==> src/rtl/graph_pkg.sv <==
// Shared constants and types for the edge-list RAM and the blocks that use it.
package graph_pkg;

   localparam int EDGE_NUM  = 1034;
   localparam int POSE_NUM  = 66;
   localparam int ADDR_W    = 11;
   localparam int DATA_W    = 16;

   localparam int REQ_HOST  = 0;
   localparam int REQ_COLL  = 1;
   localparam int REQ_GRAPH = 2;

   // Edge word layout: {firstPose, secondPose}
   localparam int FIRST_POSE_MSB  = 15;
   localparam int FIRST_POSE_LSB  = 8;
   localparam int SECOND_POSE_MSB = 7;
   localparam int SECOND_POSE_LSB = 0;

   typedef enum logic {
      UNLOCKED = 1'b0,
      LOCKED   = 1'b1
   } lockState_t;

endpackage

==> src/rtl/edge_ram_arbiter_if.sv <==
// Requester-side bus of the edge RAM arbiter: packed per-requester request
// fields going in, one-hot grant/read-valid and shared read data coming back.
interface edge_ram_arbiter_if #(
   parameter int N_REQ  = 3,
   parameter int ADDR_W = 11,
   parameter int DATA_W = 16
);

   logic [N_REQ-1:0]        req;
   logic [N_REQ-1:0]        lock;
   logic [N_REQ-1:0]        we;
   logic [N_REQ*ADDR_W-1:0] addr;
   logic [N_REQ*DATA_W-1:0] wdata;
   logic [N_REQ-1:0]        gnt;
   logic [N_REQ-1:0]        rvalid;
   logic [DATA_W-1:0]       rdata;

   modport master (
      output req, lock, we, addr, wdata,
      input  gnt, rvalid, rdata
   );

   modport slave (
      input  req, lock, we, addr, wdata,
      output gnt, rvalid, rdata
   );

endinterface

==> src/rtl/rr_pick.sv <==
// Combinational round-robin selector: picks the first set request bit
// starting just after the previous owner and wrapping around.
module rr_pick #(
   parameter int N_REQ = 3,
   parameter int IDX_W = (N_REQ > 1) ? $clog2(N_REQ) : 1
) (
   input  logic [N_REQ-1:0] req,
   input  logic [IDX_W-1:0] lastOwner,
   output logic [N_REQ-1:0] gntOnehot
);

   logic             found;
   logic [IDX_W-1:0] idx;

   // Walk the requesters in priority order lastOwner+1 .. lastOwner+N_REQ.
   always_comb begin
      gntOnehot = '0;
      found     = 1'b0;
      idx       = '0;
      for (int k = 1; k <= N_REQ; k++) begin
         idx = IDX_W'((32'(lastOwner) + 32'(k)) % 32'(N_REQ));
         if (!found && req[idx]) begin
            gntOnehot[idx] = 1'b1;
            found          = 1'b1;
         end
      end
   end

endmodule

==> src/rtl/edge_ram_arbiter.sv <==
// Single-port edge-list RAM arbiter: round-robin between requesters, with a
// lock so one requester can sweep the RAM without being interleaved.
module edge_ram_arbiter #(
   parameter int N_REQ    = 3,
   parameter int ADDR_W   = graph_pkg::ADDR_W,
   parameter int DATA_W   = graph_pkg::DATA_W,
   parameter int EDGE_NUM = graph_pkg::EDGE_NUM,
   parameter int LOCK_MAX = 2048
) (
   input  logic              CLK,
   input  logic              RST_n,
   edge_ram_arbiter_if.slave bus,
   output logic              addr_err,
   output logic              lock_timeout,
   output logic              ram_en,
   output logic              ram_we,
   output logic [ADDR_W-1:0] ram_addr,
   output logic [DATA_W-1:0] ram_wdata,
   input  logic [DATA_W-1:0] ram_rdata
);

   import graph_pkg::*;

   localparam int IDX_W = (N_REQ > 1) ? $clog2(N_REQ) : 1;
   localparam int CNT_W = (LOCK_MAX > 1) ? $clog2(LOCK_MAX) : 1;

   lockState_t        lockState, stateNext;
   logic [IDX_W-1:0]  lockOwner, ownerNext;
   logic [CNT_W-1:0]  lockCnt, cntNext;
   logic              timeoutNext;

   logic [IDX_W-1:0]  lastOwner;
   logic [N_REQ-1:0]  rrGnt;
   logic [N_REQ-1:0]  gnt;
   logic [IDX_W-1:0]  gIdx;
   logic              granted;
   logic              effLocked;
   logic              illegal;

   logic [ADDR_W-1:0] addrArr  [N_REQ];
   logic [DATA_W-1:0] wdataArr [N_REQ];
   logic [ADDR_W-1:0] selAddr;
   logic [DATA_W-1:0] selWdata;
   logic              selWe;
   logic              selLock;

   logic [N_REQ-1:0]  rvalidQ;
   logic              addrErrQ;
   logic              timeoutQ;

   for (genvar i = 0; i < N_REQ; i++) begin : gUnpack
      assign addrArr[i]  = bus.addr[i*ADDR_W +: ADDR_W];
      assign wdataArr[i] = bus.wdata[i*DATA_W +: DATA_W];
   end

   rr_pick #(.N_REQ(N_REQ), .IDX_W(IDX_W)) uRrPick (
      .req       (bus.req),
      .lastOwner (lastOwner),
      .gntOnehot (rrGnt)
   );

   // A lock whose owner has just dropped its lock bit no longer counts, so
   // the release takes effect before anyone else is arbitrated this cycle.
   assign effLocked = (lockState == LOCKED) && bus.lock[lockOwner];

   // Grant selection: a live lock owner that is requesting wins outright,
   // otherwise round-robin; nothing is granted while reset is held.
   always_comb begin
      gnt = '0;
      if (RST_n) begin
         if (effLocked && bus.req[lockOwner]) begin
            gnt[lockOwner] = 1'b1;
         end else begin
            gnt = rrGnt;
         end
      end
   end

   // Convert the one-hot grant into an index and select that requester's access.
   always_comb begin
      gIdx = '0;
      for (int i = 0; i < N_REQ; i++) begin
         if (gnt[i]) begin
            gIdx = IDX_W'(i);
         end
      end
   end

   assign granted  = |gnt;
   assign selAddr  = addrArr[gIdx];
   assign selWdata = wdataArr[gIdx];
   assign selWe    = bus.we[gIdx];
   assign selLock  = bus.lock[gIdx];
   assign illegal  = 32'(selAddr) >= 32'(EDGE_NUM);

   // Illegal addresses still receive gnt so the requester never stalls, but
   // the RAM itself is left untouched.
   assign ram_en    = granted && !illegal;
   assign ram_we    = granted && !illegal && selWe;
   assign ram_addr  = granted ? selAddr  : '0;
   assign ram_wdata = granted ? selWdata : '0;

   // Lock FSM next state: voluntary release may hand the lock straight to a
   // newly granted locker; a forced release never does.
   always_comb begin
      stateNext   = lockState;
      ownerNext   = lockOwner;
      cntNext     = lockCnt;
      timeoutNext = 1'b0;
      case (lockState)
         UNLOCKED: begin
            if (granted && selLock) begin
               stateNext = LOCKED;
               ownerNext = gIdx;
               cntNext   = '0;
            end
         end
         LOCKED: begin
            if (!bus.lock[lockOwner]) begin
               stateNext = UNLOCKED;
               cntNext   = '0;
               if (granted && selLock) begin
                  stateNext = LOCKED;
                  ownerNext = gIdx;
               end
            end else if (lockCnt == CNT_W'(LOCK_MAX - 1)) begin
               stateNext   = UNLOCKED;
               cntNext     = '0;
               timeoutNext = 1'b1;
            end else begin
               cntNext = lockCnt + CNT_W'(1);
            end
         end
         default: begin
            stateNext = UNLOCKED;
            cntNext   = '0;
         end
      endcase
   end

   // Lock FSM state register.
   always_ff @(posedge CLK) begin
      if (!RST_n) begin
         lockState <= UNLOCKED;
         lockOwner <= '0;
         lockCnt   <= '0;
      end else begin
         lockState <= stateNext;
         lockOwner <= ownerNext;
         lockCnt   <= cntNext;
      end
   end

   // Round-robin history and the one-cycle-late status flags.
   always_ff @(posedge CLK) begin
      if (!RST_n) begin
         lastOwner <= IDX_W'(N_REQ - 1);
         rvalidQ   <= '0;
         addrErrQ  <= 1'b0;
         timeoutQ  <= 1'b0;
      end else begin
         if (granted) begin
            lastOwner <= gIdx;
         end
         rvalidQ  <= (ram_en && !selWe) ? gnt : '0;
         addrErrQ <= granted && illegal;
         timeoutQ <= timeoutNext;
      end
   end

   // Masking with RST_n drops a read return that was already in flight when
   // reset was asserted.
   assign bus.gnt      = gnt;
   assign bus.rvalid   = rvalidQ & {N_REQ{RST_n}};
   assign bus.rdata    = ram_rdata;
   assign addr_err     = addrErrQ & RST_n;
   assign lock_timeout = timeoutQ & RST_n;

endmodule

==> src/flat_wrapper.sv <==
// flat-port wrapper written by rule: the top's interface ports become plain ports
module edge_ram_arbiter_flat import graph_pkg::*;
#(
   parameter int N_REQ    = 3,
   parameter int ADDR_W   = graph_pkg::ADDR_W,
   parameter int DATA_W   = graph_pkg::DATA_W,
   parameter int EDGE_NUM = graph_pkg::EDGE_NUM,
   parameter int LOCK_MAX = 2048
)
  (CLK, RST_n, addr_err, lock_timeout, ram_en, ram_we, ram_addr, ram_wdata, ram_rdata, bus_req, bus_lock, bus_we, bus_addr, bus_wdata, bus_gnt, bus_rvalid, bus_rdata);
  edge_ram_arbiter_if #(.N_REQ(N_REQ), .ADDR_W(ADDR_W), .DATA_W(DATA_W)) bus_i ();
  input  logic CLK;
  input  logic RST_n;
  output logic addr_err;
  output logic lock_timeout;
  output logic ram_en;
  output logic ram_we;
  output logic [ADDR_W-1:0] ram_addr;
  output logic [DATA_W-1:0] ram_wdata;
  input  logic [DATA_W-1:0] ram_rdata;
  input wire logic [$bits(bus_i.req)-1:0] bus_req;
  input wire logic [$bits(bus_i.lock)-1:0] bus_lock;
  input wire logic [$bits(bus_i.we)-1:0] bus_we;
  input wire logic [$bits(bus_i.addr)-1:0] bus_addr;
  input wire logic [$bits(bus_i.wdata)-1:0] bus_wdata;
  output wire logic [$bits(bus_i.gnt)-1:0] bus_gnt;
  output wire logic [$bits(bus_i.rvalid)-1:0] bus_rvalid;
  output wire logic [$bits(bus_i.rdata)-1:0] bus_rdata;
  assign bus_i.req = bus_req;
  assign bus_i.lock = bus_lock;
  assign bus_i.we = bus_we;
  assign bus_i.addr = bus_addr;
  assign bus_i.wdata = bus_wdata;
  assign bus_gnt = bus_i.gnt;
  assign bus_rvalid = bus_i.rvalid;
  assign bus_rdata = bus_i.rdata;
  edge_ram_arbiter #(.N_REQ(N_REQ), .ADDR_W(ADDR_W), .DATA_W(DATA_W), .EDGE_NUM(EDGE_NUM), .LOCK_MAX(LOCK_MAX)) u_core (.CLK(CLK), .RST_n(RST_n), .bus(bus_i), .addr_err(addr_err), .lock_timeout(lock_timeout), .ram_en(ram_en), .ram_we(ram_we), .ram_addr(ram_addr), .ram_wdata(ram_wdata), .ram_rdata(ram_rdata));
endmodule
==> config.mk <==
export PLATFORM = sky130hd
export DESIGN_NAME = edge_ram_arbiter_flat
export DESIGN_NICKNAME = d
export VERILOG_FILES = /design/src/rtl/graph_pkg.sv /design/src/rtl/edge_ram_arbiter_if.sv /design/src/rtl/rr_pick.sv /design/src/rtl/edge_ram_arbiter.sv /design/src/flat_wrapper.sv
export SDC_FILE = /design/constraint.sdc
export NUM_CORES = 1
export LEC_CHECK = 0
export CORE_ASPECT_RATIO = 0.5
export CORE_MARGIN = 2
export CORE_UTILIZATION = 36
export DETAILED_ROUTE_END_ITERATION = 10
export GPL_TIMING_DRIVEN = 0
export PLACE_DENSITY = 0.84
export SLEW_MARGIN = 40
export SYNTH_ARGS = -nofsm -noshare
export SYNTH_HDL_FRONTEND = slang
export SYNTH_SLANG_ARGS = --single-unit
==> constraint.sdc <==
create_clock -name CLK -period 3.46 [get_ports CLK]
set_input_delay 0.692 -clock CLK [delete_from_list [all_inputs] [get_ports CLK]]
set_output_delay 0.692 -clock CLK [all_outputs]
set_load 0.02 [all_outputs]
== Word level (Yosys, flattened, before mapping) ==
Cells that the tools add are included.
W data, S select, Z words.

* Register bits: 21
* Latch bits: 0
* RAM bits: 0
* Bits in read-only memories: 0
* Output and inout bits: 53
* Memories: 0

* Add/sub/neg operators: 4
* Multipliers: 0
* Div/mod/pow operators: 3
* Magnitude comparators: 11
* Equal/unequal tests: 3
* Shift operators: 0
* Muxes and demuxes: 51
* Bitwise logic cells: 7
* Reduce and logical (&&, ||, !) cells: 20

{| class="wikitable"
|+ Operators by type and width
! cell !! count
|-
| $mod A32 B2 Y32 const B || 3
|-
| $mux W11 || 6
|-
| $mux W16 || 3
|-
| $bmux W16 S2 || 1
|-
| $bmux W11 S2 || 1
|-
| $pmux W11 S2 || 1
|-
| $mux W1 || 18
|-
| $lt A2 B3 Y1 const B || 5
|-
| $mux W3 || 5
|-
| $bmux W1 S2 || 7
|-
| $logic_and A1 B1 Y1 || 13
|-
| $add A11 B1 Y11 const B || 1
|-
| $eq A11 B11 Y1 const B || 1
|-
| $ge A11 B11 Y1 const B || 1
|-
| $demux W1 S2 || 4
|-
| $ge A2 B1 Y1 const B || 4
|-
| $add A2 B2 Y3 const B || 2
|-
| $mux W2 || 3
|-
| $or A3 B3 Y3 || 2
|-
| $logic_not A1 Y1 || 4
|-
| $pmux W2 S2 || 1
|-
| $add A2 B1 Y3 const B || 1
|-
| $and A3 B3 Y3 || 1
|-
| $ge A3 B3 Y1 const B || 1
|-
| other kinds (9) || 10
|}

== Longest topological paths before layout ==
* Word-level depth: 24
* Mapped depth: 11
* Depth with buffers taken out: 10

== Hierarchy ==
From an unflattened synthesis, not the netlist that was laid out.

* Cells, all modules: 409
* Area total of the unflattened synthesis: 2864.0 um^2

{| class="wikitable"
|+ By module, submodules not included
! module !! times used !! cells an instance !! area each (um^2) !! sequential area each (um^2)
|-
| edge_ram_arbiter || 1 || 377 || 2636.3 || 420.4
|-
| rr_pick || 1 || 32 || 227.7 || 0.0
|}

== Worst setup path before layout ==
No wires, ideal clock.

* Kind: input -> output
* Start: input port bus_req[1]
* End: output port ram_wdata[5]
* Data arrival time: 2657 ps
* Required time: 2768 ps
* Path slack: 111 ps
* Stages: 10
* Path buffers: 2
* Cell sequence: buf_2 mux2_4 o21ai_2 nor2b_1 o31ai_4 inv_2 nor3b_4 buf_6 a221oi_2 nor2_1

* Longest elaborated chain between the ends: 18

{| class="wikitable"
|+ RTL lines
! item !! line !! source
|-
| from (decl) || flat_wrapper.sv:21 || <nowiki>input wire logic [$bits(bus_i.req)-1:0] bus_req;</nowiki>
|-
| $bmux W1 S2 || rr_pick.sv:22 || <nowiki>if (!found && req[idx]) begin</nowiki>
|-
| $mux W1 (implied by the code) || rr_pick.sv:22 ||
|-
| $mux W1 || rr_pick.sv:22 ||
|-
| $logic_not A1 Y1 || rr_pick.sv:22 ||
|-
| $logic_and A1 B1 Y1 || rr_pick.sv:22 ||
|-
| $mux W1 || rr_pick.sv:22 ||
|-
| $logic_not A1 Y1 || rr_pick.sv:22 ||
|-
| $logic_and A1 B1 Y1 || rr_pick.sv:22 ||
|-
| $mux W3 || rr_pick.sv:22 ||
|-
| $mux W3 (*) || edge_ram_arbiter.sv:71 || <nowiki>if (effLocked && bus.req[lockOwner]) begin</nowiki>
|-
| $mux W3 (*) || edge_ram_arbiter.sv:70 || <nowiki>if (RST_n) begin</nowiki>
|-
| $mux W1 || edge_ram_arbiter.sv:83 || <nowiki>if (gnt[i]) begin</nowiki>
|-
| $mux W2 || edge_ram_arbiter.sv:83 ||
|-
| $not A2 Y3 (implied by the code) || edge_ram_arbiter.sv:91 || <nowiki>assign selWdata = wdataArr[gIdx];</nowiki>
|-
| $bmux W16 S2 || edge_ram_arbiter.sv:91 ||
|-
| $mux W16 (implied by the code) (2 in a row) || edge_ram_arbiter.sv:91 ||
|-
| $mux W16 (*) || edge_ram_arbiter.sv:101 || <nowiki>assign ram_wdata = granted ? selWdata : '0;</nowiki>
|-
| to (decl) || flat_wrapper.sv:19 || <nowiki>output logic [DATA_W-1:0] ram_wdata;</nowiki>
|}

Every way passes the cells marked *; elsewhere a longest branch is shown, timed or not. The select of a mux whose other input is x is not followed.

== Final worst setup path ==
* Start: input port bus_req[1]
* End: output port ram_wdata[4]

The elaborated chain is that of the path after synthesis.

==> qor.yml <==
status: "complete, no violations"
synthFlopType: "dfxtp_1"
synth-edff-count: 0
async_flop_share: 0
yosysUniqueCellTypes: 57
antenna_found_initial: 0
yosysTopAreaCellShare: 0.1780
cts_sinks: 21
drc: 0
clock_path_buffers: 2
grt_pass1_vias: 2665
path_max_fanout: 10
r2r-start: "u_core.lastOwner[1]"
routedWlPerCell_um: 15.55
hold_class: "flip-flop to flip-flop"
grtUsageTotal: 0.2163
endpoint: "ram_wdata[4]"
nNetsFinal: 588
worst_pin_slew_ps: 551.3
critPathRequiredTime_ps: 2770
yosys-top-cells-area: "dfxtp_1 18%, a221oi_2 13%, nor2_1 10%"
timing.hold.ws_ps: 504.8
vias_per_cell: 5.237
leakagePower_nw: 1.761
power.total_mw: 3.238
fp.dieArea_sq_um: 7265
pre_cts_ws_ps: -1163
ir_worst_vdd_mv: 0.4755
syn_area_per_cell_sq_um: 7.523
arrival_ps: 2730
drive_above_1_share: 0.3038
port_buffers: 142
fin_crit_sh: 0.9904
slew_headroom: 0.6325
cap_violations: 0
setup_violations: 0
ys_ff_latch: 21
syn_area_sq_um: 2362
pin_count: 161
path_cells: "buf_6, mux2_4, o21ai_4, nor2b_4, o31ai_4, inv_2, nor3b_4, buf_6, buf_6, a221oi_1, nor2_1, buf_2"
place.gp.congestion: 0.8121
finalWirelength_mm: 8.740
worstRegToRegCells: 11
cts_tree: "done"
slowest_delay_ps: 310
grt_first_pass_wirelength_mm: 12.90
finalMaxSlewViolations: 0
startpoint: "bus_req[1]"
p_per_area_nw_per_um2: 774.7
h-tree-depth: 1
finClkSkew_ps: 4.120
ant_nets: 0
num_vias: 2943
hold_violations: 0
yosysWarnings: 0
dr.pass1.iters: 5
cts-root-buf: "clkbuf_16"
final_cell_mix: "106 x clkdlybuf4s50_1, 65 x nor2_1, 42 x buf_4"
finalSetupTns_ps: 0
dpl-instance-area_sq_um: 3894
synth_cells: 314
grt_max_degree: 13
numCtsBuffers: 3
std_cell_rows: 20
fill_cells: 516
die_y_um: 61.28
clk_pin_slew_ps: 60
final_common_cell: "clkdlybuf4s50_1"
drt-initial-drc-count: 186
setup_ws_ps: 33.26
die_w_um: 118.6
core-area_sq_um: 6206
cpMaxStageDelayCell: "o31ai_4"
insertion_delay_ps: 260
period_needed_ps: 3427
r2r-end: "u_core.lockCnt[9]"
dp_hpwl_mm: 6.593
fin_area_sq_um: 4180
syn-num-nets: 427
multi_input_area_sq_um: 1795
crit_path_start_kind: "primary input"
grt-ovfl-total: 0
yosysSeqAreaShare: 0.1780
area_delta_synth_final_pct: 76.96
cpMostUsedCell: "buf_6"
synth_top_area_cell: "dfxtp_1"
initial_core_util: 0.3806
fmax_ghz: 0.2918
crit_type: "primary input to output port"
diodes: 0
worst-r2r-setup-slack_ps: 920
cp-end-kind: "output port"
layout.area.seq_sq_um: 427.9
-- power by group --
part / leakage, nW / internal [mW] / switching (mW) / total, mW
clock: 0.0409 / 0.155 / 0.0951 / 0.251
sequential: 0.171 / 0.287 / 0.0250 / 0.312
combinational: 1.55 / 1.21 / 1.47 / 2.68
total: 1.76 / 1.65 / 1.59 / 3.24
-- stage by stage --
stage,cells,util
6_report,562,0.6736
5_1_grt,562,0.6736
4_1_cts,557,0.6595
3_5_place_dp,544,0.6274
3_3_place_gp,544,0.6274
2_1_floorplan,314,-
-- logic make-up after synthesis --
logic type / synth area share
compound gates: 0.3782
fa+ha+maj: 0.02648
buf+inv: 0.1165
flops: 0.1780
mux: 0.03707
simple gates: 0.2638
-- cells in the mapped netlist (2+ instances only) --
cell and instances:
a21o_1 4, a21oi_1 12, a221oi_1 7, a221oi_2 20, a2bb2oi_1 3, a311o_1 3
a311oi_1 3, a31o_2 2, a31oi_1 9, and2_1 7, and3_1 6, buf_1 2
buf_2 7, buf_4 18, buf_6 2, clkbuf_1 9, dfxtp_1 21, ha_1 5
inv_1 9, mux2_2 2, mux2i_1 5, nand2_1 15, nand2b_1 6, nand3_1 7
nand3b_1 3, nor2_1 66, nor2b_1 6, nor3_1 5, nor4_1 3, o211ai_1 5
o21a_1 4, o21ai_0 10, o2bb2ai_1 2, o311a_1 2, or2_2 2
-- worst max-delay path: cells and delay by family --
kind / cells / cell delay (ps)
compound gates: 3 / 570
buf+inv: 5 / 700
mux: 1 / 270
simple gates: 3 / 500
-- repair_timing --
item,in CTS,in global routing
hold buffers,0,0
resized for setup,174,42
pin swaps,5,14
gates cloned,1,0
buffers inserted,9,5
setup endpoints to repair,32,31
-- sequential cells by signal (all words and copies together) (netlist names) --
signal            cells
u_core.lockCnt       11
u_core.lockState      1
u_core.timeoutQ       1
u_core.lockOwner      2
u_core.rvalidQ        3
u_core.addrErrQ       1
u_core.lastOwner      2
-- worst min path at each step --
stage / startpoint / endpoint / cells past startpoint
finish: u_core.lockCnt[6] / u_core.lockCnt[6] / 1
global route: u_core.lockCnt[6] / u_core.lockCnt[6] / 1
CTS: u_core.lockCnt[6] / u_core.lockCnt[6] / 1
detailed placement: u_core.lockCnt[6] / u_core.lockCnt[6] / 1
global placement: u_core.lockCnt[6] / u_core.lockCnt[6] / 1
floorplan: u_core.lockCnt[6] / u_core.lockCnt[6] / 1
-- final cells by class --
class / count / share of cell area
multi-input cells: 244 / 0.4295
repair buffers: 157 / 0.3409
flip-flops and latches: 21 / 0.1024
plain buffers: 37 / 0.07154
well taps: 88 / 0.02634
clock buffers: 3 / 0.01796
inverters: 11 / 0.01018
clock inverters: 1 / 0.001197
-- per-layer routing --
layer	GRT usage	up-vias	routed length, um
li1	-	1477	-
met1	0.2879	1339	3678
met2	0.3867	115	4388
met3	0.03519	12	567
met4	0.03571	0	106
met5	0	-	0
No activity file was read; power rests on OpenSTA's default activity.
